==> src/rtl/booth_pkg.sv <==
// Shared definitions for the Booth multiplier: FSM state encoding and the
// default operand width used by every file of the block.
package booth_pkg;

  localparam int DEFAULT_WIDTH = 8;

  typedef enum logic [1:0] {
    IDLE = 2'd0,
    CALC = 2'd1,
    DONE = 2'd2
  } state_t;

endpackage

==> src/rtl/booth_multiplier_param_if.sv <==
// Handshake/data bundle of the Booth multiplier. The requester drives the
// master side (start, mode, operands); the multiplier sits on the slave side.
interface booth_multiplier_param_if #(
  parameter int WIDTH = booth_pkg::DEFAULT_WIDTH
);

  logic               start_sig;
  logic               signed_mode;
  logic [WIDTH-1:0]   A;
  logic [WIDTH-1:0]   B;
  logic               busy;
  logic               done_sig;
  logic [2*WIDTH-1:0] product;

  modport master (
    output start_sig, signed_mode, A, B,
    input  busy, done_sig, product
  );

  modport slave (
    input  start_sig, signed_mode, A, B,
    output busy, done_sig, product
  );

endinterface

==> src/rtl/booth_step.sv <==
// One radix-2 Booth iteration: inspect P[1:0], add a or s (or nothing) into
// the upper WIDTH+1 bits, then shift the whole register arithmetically right.
module booth_step import booth_pkg::*; #(
  parameter int WIDTH = DEFAULT_WIDTH
) (
  input  logic [2*WIDTH+2:0] p,
  input  logic [WIDTH:0]     a,
  input  logic [WIDTH:0]     s,
  output logic [2*WIDTH+2:0] p_next
);

  logic [WIDTH:0] upper;
  logic [WIDTH:0] sum;

  // Add/subtract selected by the Booth pair, then arithmetic shift by one.
  // The discarded LSB is P[0], so the shifted value reuses P[WIDTH+1:1].
  always_comb begin
    upper = p[2*WIDTH+2:WIDTH+2];
    sum   = upper;
    unique case (p[1:0])
      2'b01:   sum = upper + a;
      2'b10:   sum = upper + s;
      default: sum = upper;
    endcase
    p_next = {sum[WIDTH], sum, p[WIDTH+1:1]};
  end

endmodule

==> src/rtl/booth_multiplier_param.sv <==
// Sequential radix-2 Booth multiplier, signed or unsigned per operation.
// Operands are widened by one bit so the unsigned case is handled by the
// same signed datapath; WIDTH+1 Booth steps produce the exact product.
// Optional debug taps on a, s and P when BOOTH_MULT_DEBUG_EN is defined.
module booth_multiplier_param import booth_pkg::*; #(
  parameter int WIDTH = DEFAULT_WIDTH
) (
  input  logic                      clk,
  input  logic                      rst_n,
  booth_multiplier_param_if.slave   bus
`ifdef BOOTH_MULT_DEBUG_EN
  ,
  output logic [WIDTH:0]            dbg_a,
  output logic [WIDTH:0]            dbg_s,
  output logic [2*WIDTH+2:0]        dbg_p
`endif
);

  localparam int PW = 2*WIDTH + 3;
  localparam int CW = $clog2(WIDTH + 1);
  localparam logic [CW-1:0] LAST = CW'(WIDTH);

  state_t             state_reg;
  state_t             state_next;
  logic [WIDTH:0]     a_reg;
  logic [WIDTH:0]     s_reg;
  logic [PW-1:0]      p_reg;
  logic [PW-1:0]      p_step;
  logic [CW-1:0]      cnt_reg;
  logic [2*WIDTH-1:0] product_reg;
  logic [WIDTH:0]     a_ext;
  logic [WIDTH:0]     b_ext;
  logic               accept;
  logic               last_iter;
  logic               busy;
  logic               done;

  // Widen operands: sign bit replicated only in signed mode.
  assign a_ext = {bus.signed_mode & bus.A[WIDTH-1], bus.A};
  assign b_ext = {bus.signed_mode & bus.B[WIDTH-1], bus.B};

  booth_step #(.WIDTH(WIDTH)) u_step (
    .p      (p_reg),
    .a      (a_reg),
    .s      (s_reg),
    .p_next (p_step)
  );

  // FSM state register.
  always_ff @(posedge clk or negedge rst_n) begin
    if (!rst_n) state_reg <= IDLE;
    else        state_reg <= state_next;
  end

  // Next state and control decode; start is only looked at in IDLE, so a
  // request during CALC or DONE has no effect.
  always_comb begin
    state_next = state_reg;
    accept     = 1'b0;
    last_iter  = 1'b0;
    busy       = 1'b0;
    done       = 1'b0;
    unique case (state_reg)
      IDLE: begin
        if (bus.start_sig) begin
          accept     = 1'b1;
          state_next = CALC;
        end
      end
      CALC: begin
        busy = 1'b1;
        if (cnt_reg == LAST) begin
          last_iter  = 1'b1;
          state_next = DONE;
        end
      end
      DONE: begin
        done       = 1'b1;
        state_next = IDLE;
      end
      default: state_next = IDLE;
    endcase
  end

  // Operand load on accept, one Booth step per CALC cycle, product capture
  // on the final step only so the output holds between results.
  always_ff @(posedge clk or negedge rst_n) begin
    if (!rst_n) begin
      a_reg       <= '0;
      s_reg       <= '0;
      p_reg       <= '0;
      cnt_reg     <= '0;
      product_reg <= '0;
    end else if (accept) begin
      a_reg   <= a_ext;
      s_reg   <= -a_ext;
      p_reg   <= {{(WIDTH+1){1'b0}}, b_ext, 1'b0};
      cnt_reg <= '0;
    end else if (busy) begin
      p_reg   <= p_step;
      cnt_reg <= cnt_reg + 1'b1;
      if (last_iter) product_reg <= p_step[2*WIDTH:1];
    end
  end

  assign bus.busy     = busy;
  assign bus.done_sig = done;
  assign bus.product  = product_reg;

`ifdef BOOTH_MULT_DEBUG_EN
  assign dbg_a = a_reg;
  assign dbg_s = s_reg;
  assign dbg_p = p_reg;
`endif

endmodule

==> src/flat_wrapper.sv <==
// flat-port wrapper written by rule: the top's interface ports become plain ports
module booth_multiplier_param_flat import booth_pkg::*;
#(
  parameter int WIDTH = DEFAULT_WIDTH
)
  (clk, rst_n, bus_start_sig, bus_signed_mode, bus_A, bus_B, bus_busy, bus_done_sig, bus_product);
  booth_multiplier_param_if #(.WIDTH(WIDTH)) bus_i ();
  input  logic clk;
  input  logic rst_n;
  input wire logic [$bits(bus_i.start_sig)-1:0] bus_start_sig;
  input wire logic [$bits(bus_i.signed_mode)-1:0] bus_signed_mode;
  input wire logic [$bits(bus_i.A)-1:0] bus_A;
  input wire logic [$bits(bus_i.B)-1:0] bus_B;
  output wire logic [$bits(bus_i.busy)-1:0] bus_busy;
  output wire logic [$bits(bus_i.done_sig)-1:0] bus_done_sig;
  output wire logic [$bits(bus_i.product)-1:0] bus_product;
  assign bus_i.start_sig = bus_start_sig;
  assign bus_i.signed_mode = bus_signed_mode;
  assign bus_i.A = bus_A;
  assign bus_i.B = bus_B;
  assign bus_busy = bus_i.busy;
  assign bus_done_sig = bus_i.done_sig;
  assign bus_product = bus_i.product;
  booth_multiplier_param #(.WIDTH(WIDTH)) u_core (.clk(clk), .rst_n(rst_n), .bus(bus_i));
endmodule
==> config.mk <==
export PLATFORM = sky130hd
export DESIGN_NAME = booth_multiplier_param_flat
export DESIGN_NICKNAME = d
export VERILOG_FILES = /design/src/rtl/booth_pkg.sv /design/src/rtl/booth_multiplier_param_if.sv /design/src/rtl/booth_step.sv /design/src/rtl/booth_multiplier_param.sv /design/src/flat_wrapper.sv
export SDC_FILE = /design/constraint.sdc
export NUM_CORES = 1
export LEC_CHECK = 0
export CAP_MARGIN = 10
export CORE_UTILIZATION = 30
export CTS_CLUSTER_DIAMETER = 80
export CTS_CLUSTER_SIZE = 28
export DETAILED_ROUTE_END_ITERATION = 8
export PLACE_DENSITY = 0.54
export SLEW_MARGIN = 20
export SYNTH_ARGS = -nofsm -noshare
export SYNTH_HDL_FRONTEND = slang
export SYNTH_SLANG_ARGS = --single-unit
==> constraint.sdc <==
create_clock -name clk -period 2.93 [get_ports clk]
set_input_delay 0.4395 -clock clk [delete_from_list [all_inputs] [get_ports clk]]
set_output_delay 0.4395 -clock clk [all_outputs]
set_load 0.02 [all_outputs]
# Yosys cells after proc, flatten, opt, wreduce, memory -nomap -nowiden
# Index checks and enable logic that the tools add are counted.
[word_totals]
ff_bits = 59
input_bits = 20
output_inout_bits = 18
word_cells = 38
[classes]
bitwise = 3
reduce_logical = 4
n_eq_ne = 7
add_sub_neg = 4
n_mux = 14
[op_table]
columns = ["cell", "n"]
rows = [
  ["2-to-1 mux 19 bit", 2],
  ["adder 9 bit", 2],
  ["case mux 9 bit (2 select lines)", 1],
  ["negation 9 bit", 1],
  ["2-to-1 mux 4 bit", 2],
  ["2-to-1 mux 1 bit", 6],
  ["adder 4 x 1 -> 4 bit, second input constant", 1],
  ["equality test 2 x 1 -> 1 bit, second input constant", 2],
  ["equality test 2 bit, second input constant", 2],
  ["equality test 4 bit, second input constant", 1],
  ["2-to-1 mux 2 bit", 2],
  ["case mux 2 bit (2 select lines)", 1],
  ["AND reduction 3 bit", 1],
  ["AND 1 bit", 2],
  ["zero test 2 bit", 1],
  ["inequality test 2 x 1 -> 1 bit, second input constant", 1],
  ["inequality test 2 bit, second input constant", 1],
  ["AND reduction 2 bit", 1],
  ["nonzero test 2 bit", 1],
  ["inverter 1 bit", 1],
]

# Depth between registers and ports, before layout
[depth]
depth_word = 4
ltp_mapped = 10

# Hierarchy
# From an unflattened synthesis, not the netlist that was laid out.
[hier_totals]
hier_cells = 318
hier_area_um2 = 3144.3
[by_module_without_submodules]
columns = ["module", "n_inst", "cells_per_inst", "seq_area_each_um2", "area_per_inst_um2"]
rows = [
  ["booth_multiplier_param", 1, 233, 1451.4, 2476.1],
  ["booth_step", 1, 85, 0.0, 668.1],
]

# Worst setup path before layout
# Ideal clock, no wire load.
[synth_timing]
kind = "reg-to-reg"
from = "register u_core.p_reg[0]"
to = "register u_core.product_reg[14] (netlist: u_core.bus.product[14])"
required_time_ns = 2.797
slack_ns = 0.395
t_arrival_ns = 2.402
path_buffers = 1
stages_incl_launch_ff = 11
setup_ns = 0.133
path_cell_list = "dfrtp_1 inv_1 ha_1 buf_2 mux2_2 fa_1 a211oi_1 nor2_1 and3_1 a2111oi_2 a21oi_1"
[synth_via]
elab_chain_len = 2
elab_cells_between_ends = 3
classes_between = "eq/ne (2); mux (1)"
[synth_lines]
columns = ["element", "line_no", "text"]
rows = [
  ["start: declaration", "booth_multiplier_param.sv:27", "logic [PW-1:0] p_reg;"],
  ["start signal: assignment", "booth_multiplier_param.sv:97", "p_reg <= {{(WIDTH+1){1'b0}}, b_ext, 1'b0};"],
  ["start signal: assignment", "booth_multiplier_param.sv:100", "p_reg <= p_step;"],
  ["equality test 2 bit / equality test 2 x 1 -> 1 bit (equally long branches)", "booth_step.sv:20", "unique case (p[1:0])"],
  ["case mux 9 bit (2 select lines) (*)", "booth_step.sv:20", ""],
  ["end signal: assignment", "booth_multiplier_param.sv:102", "if (last_iter) product_reg <= p_step[2*WIDTH:1];"],
  ["end: declaration", "booth_multiplier_param.sv:30", "logic [2*WIDTH-1:0] product_reg;"],
]
# Every way passes the cells marked *; elsewhere a longest branch is shown, timed or not.
# A chain may end at the register's enable or synchronous reset.

# Final worst setup path
# Ends and elaborated chain as after synthesis.

==> flow_summary.toml <==
[cells_and_area]
diode_count = 0
synth_to_final_area_change_pct = 25.2
fraction_of_layout_instances_using_a_drive_strength_above_1_pct = 12.9
finish.net_count = 371
most_used_cells_in_the_layout_excluding_fill_and_tap_cells = "sky130_fd_sc_hd__dfrtp_1, sky130_fd_sc_hd__nand2_1, sky130_fd_sc_hd__clkdlybuf4s50_1"
layout.cells.most_common = "sky130_fd_sc_hd__dfrtp_1"
final_area_mm2 = 0.00362
largest_register_ffs = 18

[die]
start_util_pct = 31.2
die_width_um = 100
die_area_mm2 = 0.0100
core.rowCount = 35
floorplan.die.height_um = 100
ioPinCount = 38
placeableCoreArea_mm2 = 0.00928

[pwr]
ir_drop_uv = 447
p_leak_nw = 1.63
power_density_cells_mw_per_mm2 = 1150

[worst_setup_path]
crit_arrival_ns = 2.85
worst-r2r-setup-slack_ns = 0.28
worstSetupStartpointType = "flop"
setup.worst_path.end_class = "flop"
path_max_fanout = 4
worstSetupPathType = "reg -> reg"
critical_path_required_ns = 3.13

[place]
gp_routability_congestion = 0.834
detailed_place.area_mm2 = 0.00343
place_ws_ns = 0.289
io_buffers = 37
hpwl_um = 4560

[timing]
setup_viol = 0
postLayoutSetupSlackWorst_ns = 0.280
max-slew-margin-rel_pct = 50.2
timing.final.crit_period_ns = 2.65
finalClockSkew_ns = 0.00725
grt_setup_unrepaired = "false"
fmax_ghz = 0.377
totalNegativeSetupSlack_ns = 0
tightest_slew_ns = 0.747
finalHoldViolations = 0
timing.final.max_slew_violations = 0
post_route_clock_period_utilization_pct = 90.4

[global_routing]
grt_use_total_pct = 14.2
grt_max_degree = 58
grt.met1_usage_pct = 18.4
grt_pass1_vias = 2201
global_route_met3_usage_pct = 4.11
grt-busiest-layer = "met2"
grt_overflow_total = 0
grt_antenna_before_repair = 0
groute.layer.met2.usage_pct = 22.2
first_pass_grt_wire_length_um = 10800

[route]
drt-pass1-iter-count = 4
routed_via_density = 4.63
final_antenna_net_count = 0
route.vias.total = 2182
drt_iter0_markers = 127
drc_errors = 0
wire_per_inst_um = 13.6
drt-total-wl_um = 6420

[clock_tree]
clk_pin_slew_worst_paths_ns = 0.06
cts_tree = "done"
cts_repair_resize_count = 0
clock_insertion_delay_worst_skew_ns = 0.33
clock_tree.root_cell = "sky130_fd_sc_hd__clkbuf_8"
cts-buffers-inserted = 9
numClockSinks = 57
maximum_root_to_sink_buffer_count = 2
cts-htree-levels = 3
cts_setup_buffers = 0
cts_hold_repair.buffers = 0

[synth]
synth_seq_area_share_pct = 49.3
yosys_warnings = 0
mappedNetlistNets = 328
synth.avg_cell_area_um2 = 9.84
yosysTopAreaCellShare_pct = 49.3
synth-seq-cells = 57
synthDominantAreaCellType = "sky130_fd_sc_hd__dfrtp_1"
synth_top_cells_by_area = "sky130_fd_sc_hd__dfrtp_1, sky130_fd_sc_hd__nand2_1, sky130_fd_sc_hd__mux2_2"
synth.distinct_cells = 39
syn_inst = 294
mappedNetlistArea_mm2 = 0.00289

[run]
reported_max_cap_violation_count = 0

[run_status]
run_status = "finished clean"

[min_path]
hold_path_class = "in -> async"
-- synth_stat cells, drive strengths merged --
cell type	instances
nor4	1
inv	6
mux2	15
o311ai	2
a21o	3
nand4	2
nand4bb	1
xor2	7
xnor2	4
mux2i	5
nor2b	3
fa	1
a31o	1
clkbuf	7
ha	13
o21a	2
o31a	2
nand2	56
o211ai	1
and3	1
a21oi	14
nand3	10
nor3	6
nor3b	1
a2111oi	1
clkinv	1
buf	8
dfrtp	57
nor2	15
o21ai	31
nand2b	3
o21bai	1
a211oi	2
o31ai	3
a22oi	8
-- through the flow --
| stage | utilization, % | hold slack, ns | instances | power (W) |
|---|---|---|---|---|
| finish | 39.0 | 0.253 | 471 | 0.00417 |
| global route | 39.0 | 0.318 | 471 | 0.00454 |
| CTS | 39.0 | 0.264 | 471 | 0.00422 |
| floorplan | - | 0.144 | 294 | 0.00282 |
| global placement | 36.9 | 0.462 | 455 | 0.00346 |
| detailed placement | 36.9 | 0.463 | 455 | 0.00350 |
-- critical path, stage by stage, from the launching register on --
cell and delay [ns]:
sky130_fd_sc_hd__dfrtp_1 0.36, sky130_fd_sc_hd__inv_1 0.07, sky130_fd_sc_hd__ha_1 0.22, sky130_fd_sc_hd__mux2_2 0.38, sky130_fd_sc_hd__fa_1 0.45, sky130_fd_sc_hd__a211oi_1 0.24
sky130_fd_sc_hd__nor2_1 0.13, sky130_fd_sc_hd__and3_1 0.19, sky130_fd_sc_hd__a2111oi_2 0.34, sky130_fd_sc_hd__a21oi_1 0.13
-- cells by family after synthesis --
logic type / count (synthesis) / share of synthesized area (%)
AO/OA/AOI/OAI: 71 / 15.1
multiplexers: 20 / 7.57
buffers and inverters: 22 / 3.20
flip-flops: 57 / 49.3
XOR/XNOR: 11 / 3.33
adder cells (fa/ha/maj): 14 / 6.31
AND/OR/NAND/NOR: 99 / 15.2
-- power by group --
| group | leakage, nW | internal [W] | switching [W] |
|---|---|---|---|
| clock | 0.102 | 0.000397 | 0.000314 |
| combinational | 0.809 | 0.000935 | 0.00110 |
| sequential | 0.714 | 0.00115 | 0.000265 |
| total | 1.63 | 0.00248 | 0.00168 |
-- layer usage --
metal,vias to the layer above,part of all wire [%]
li1,1112,-
met1,1027,49
met2,34,46
met3,9,3.3
met4,0,1.7
met5,-,0
-- final timing paths --
path / start / cells past startpoint / to
max in group asynchronous: rst_n / 2 / u_core.bus.product[11]
min: rst_n / 2 / u_core.cnt_reg[2]
min reg2reg: u_core.a_reg[4] / 2 / u_core.a_reg[4]
max: u_core.p_reg[0] / 9 / u_core.bus.product[14]
max reg2reg: u_core.p_reg[0] / 9 / u_core.bus.product[14]
min in group clk: u_core.a_reg[4] / 2 / u_core.a_reg[4]
-- final cells by class --
type	count	area, µm²
Fill cell	938	5660
Sequential cell	57	1430
Inverter	7	26.3
Timing Repair Buffer	47	440
Tap cell	129	161
Multi-Input combinational cell	215	1380
Clock inverter	2	10.0
Clock buffer	14	183
No activity file was read; power rests on OpenSTA's default activity.
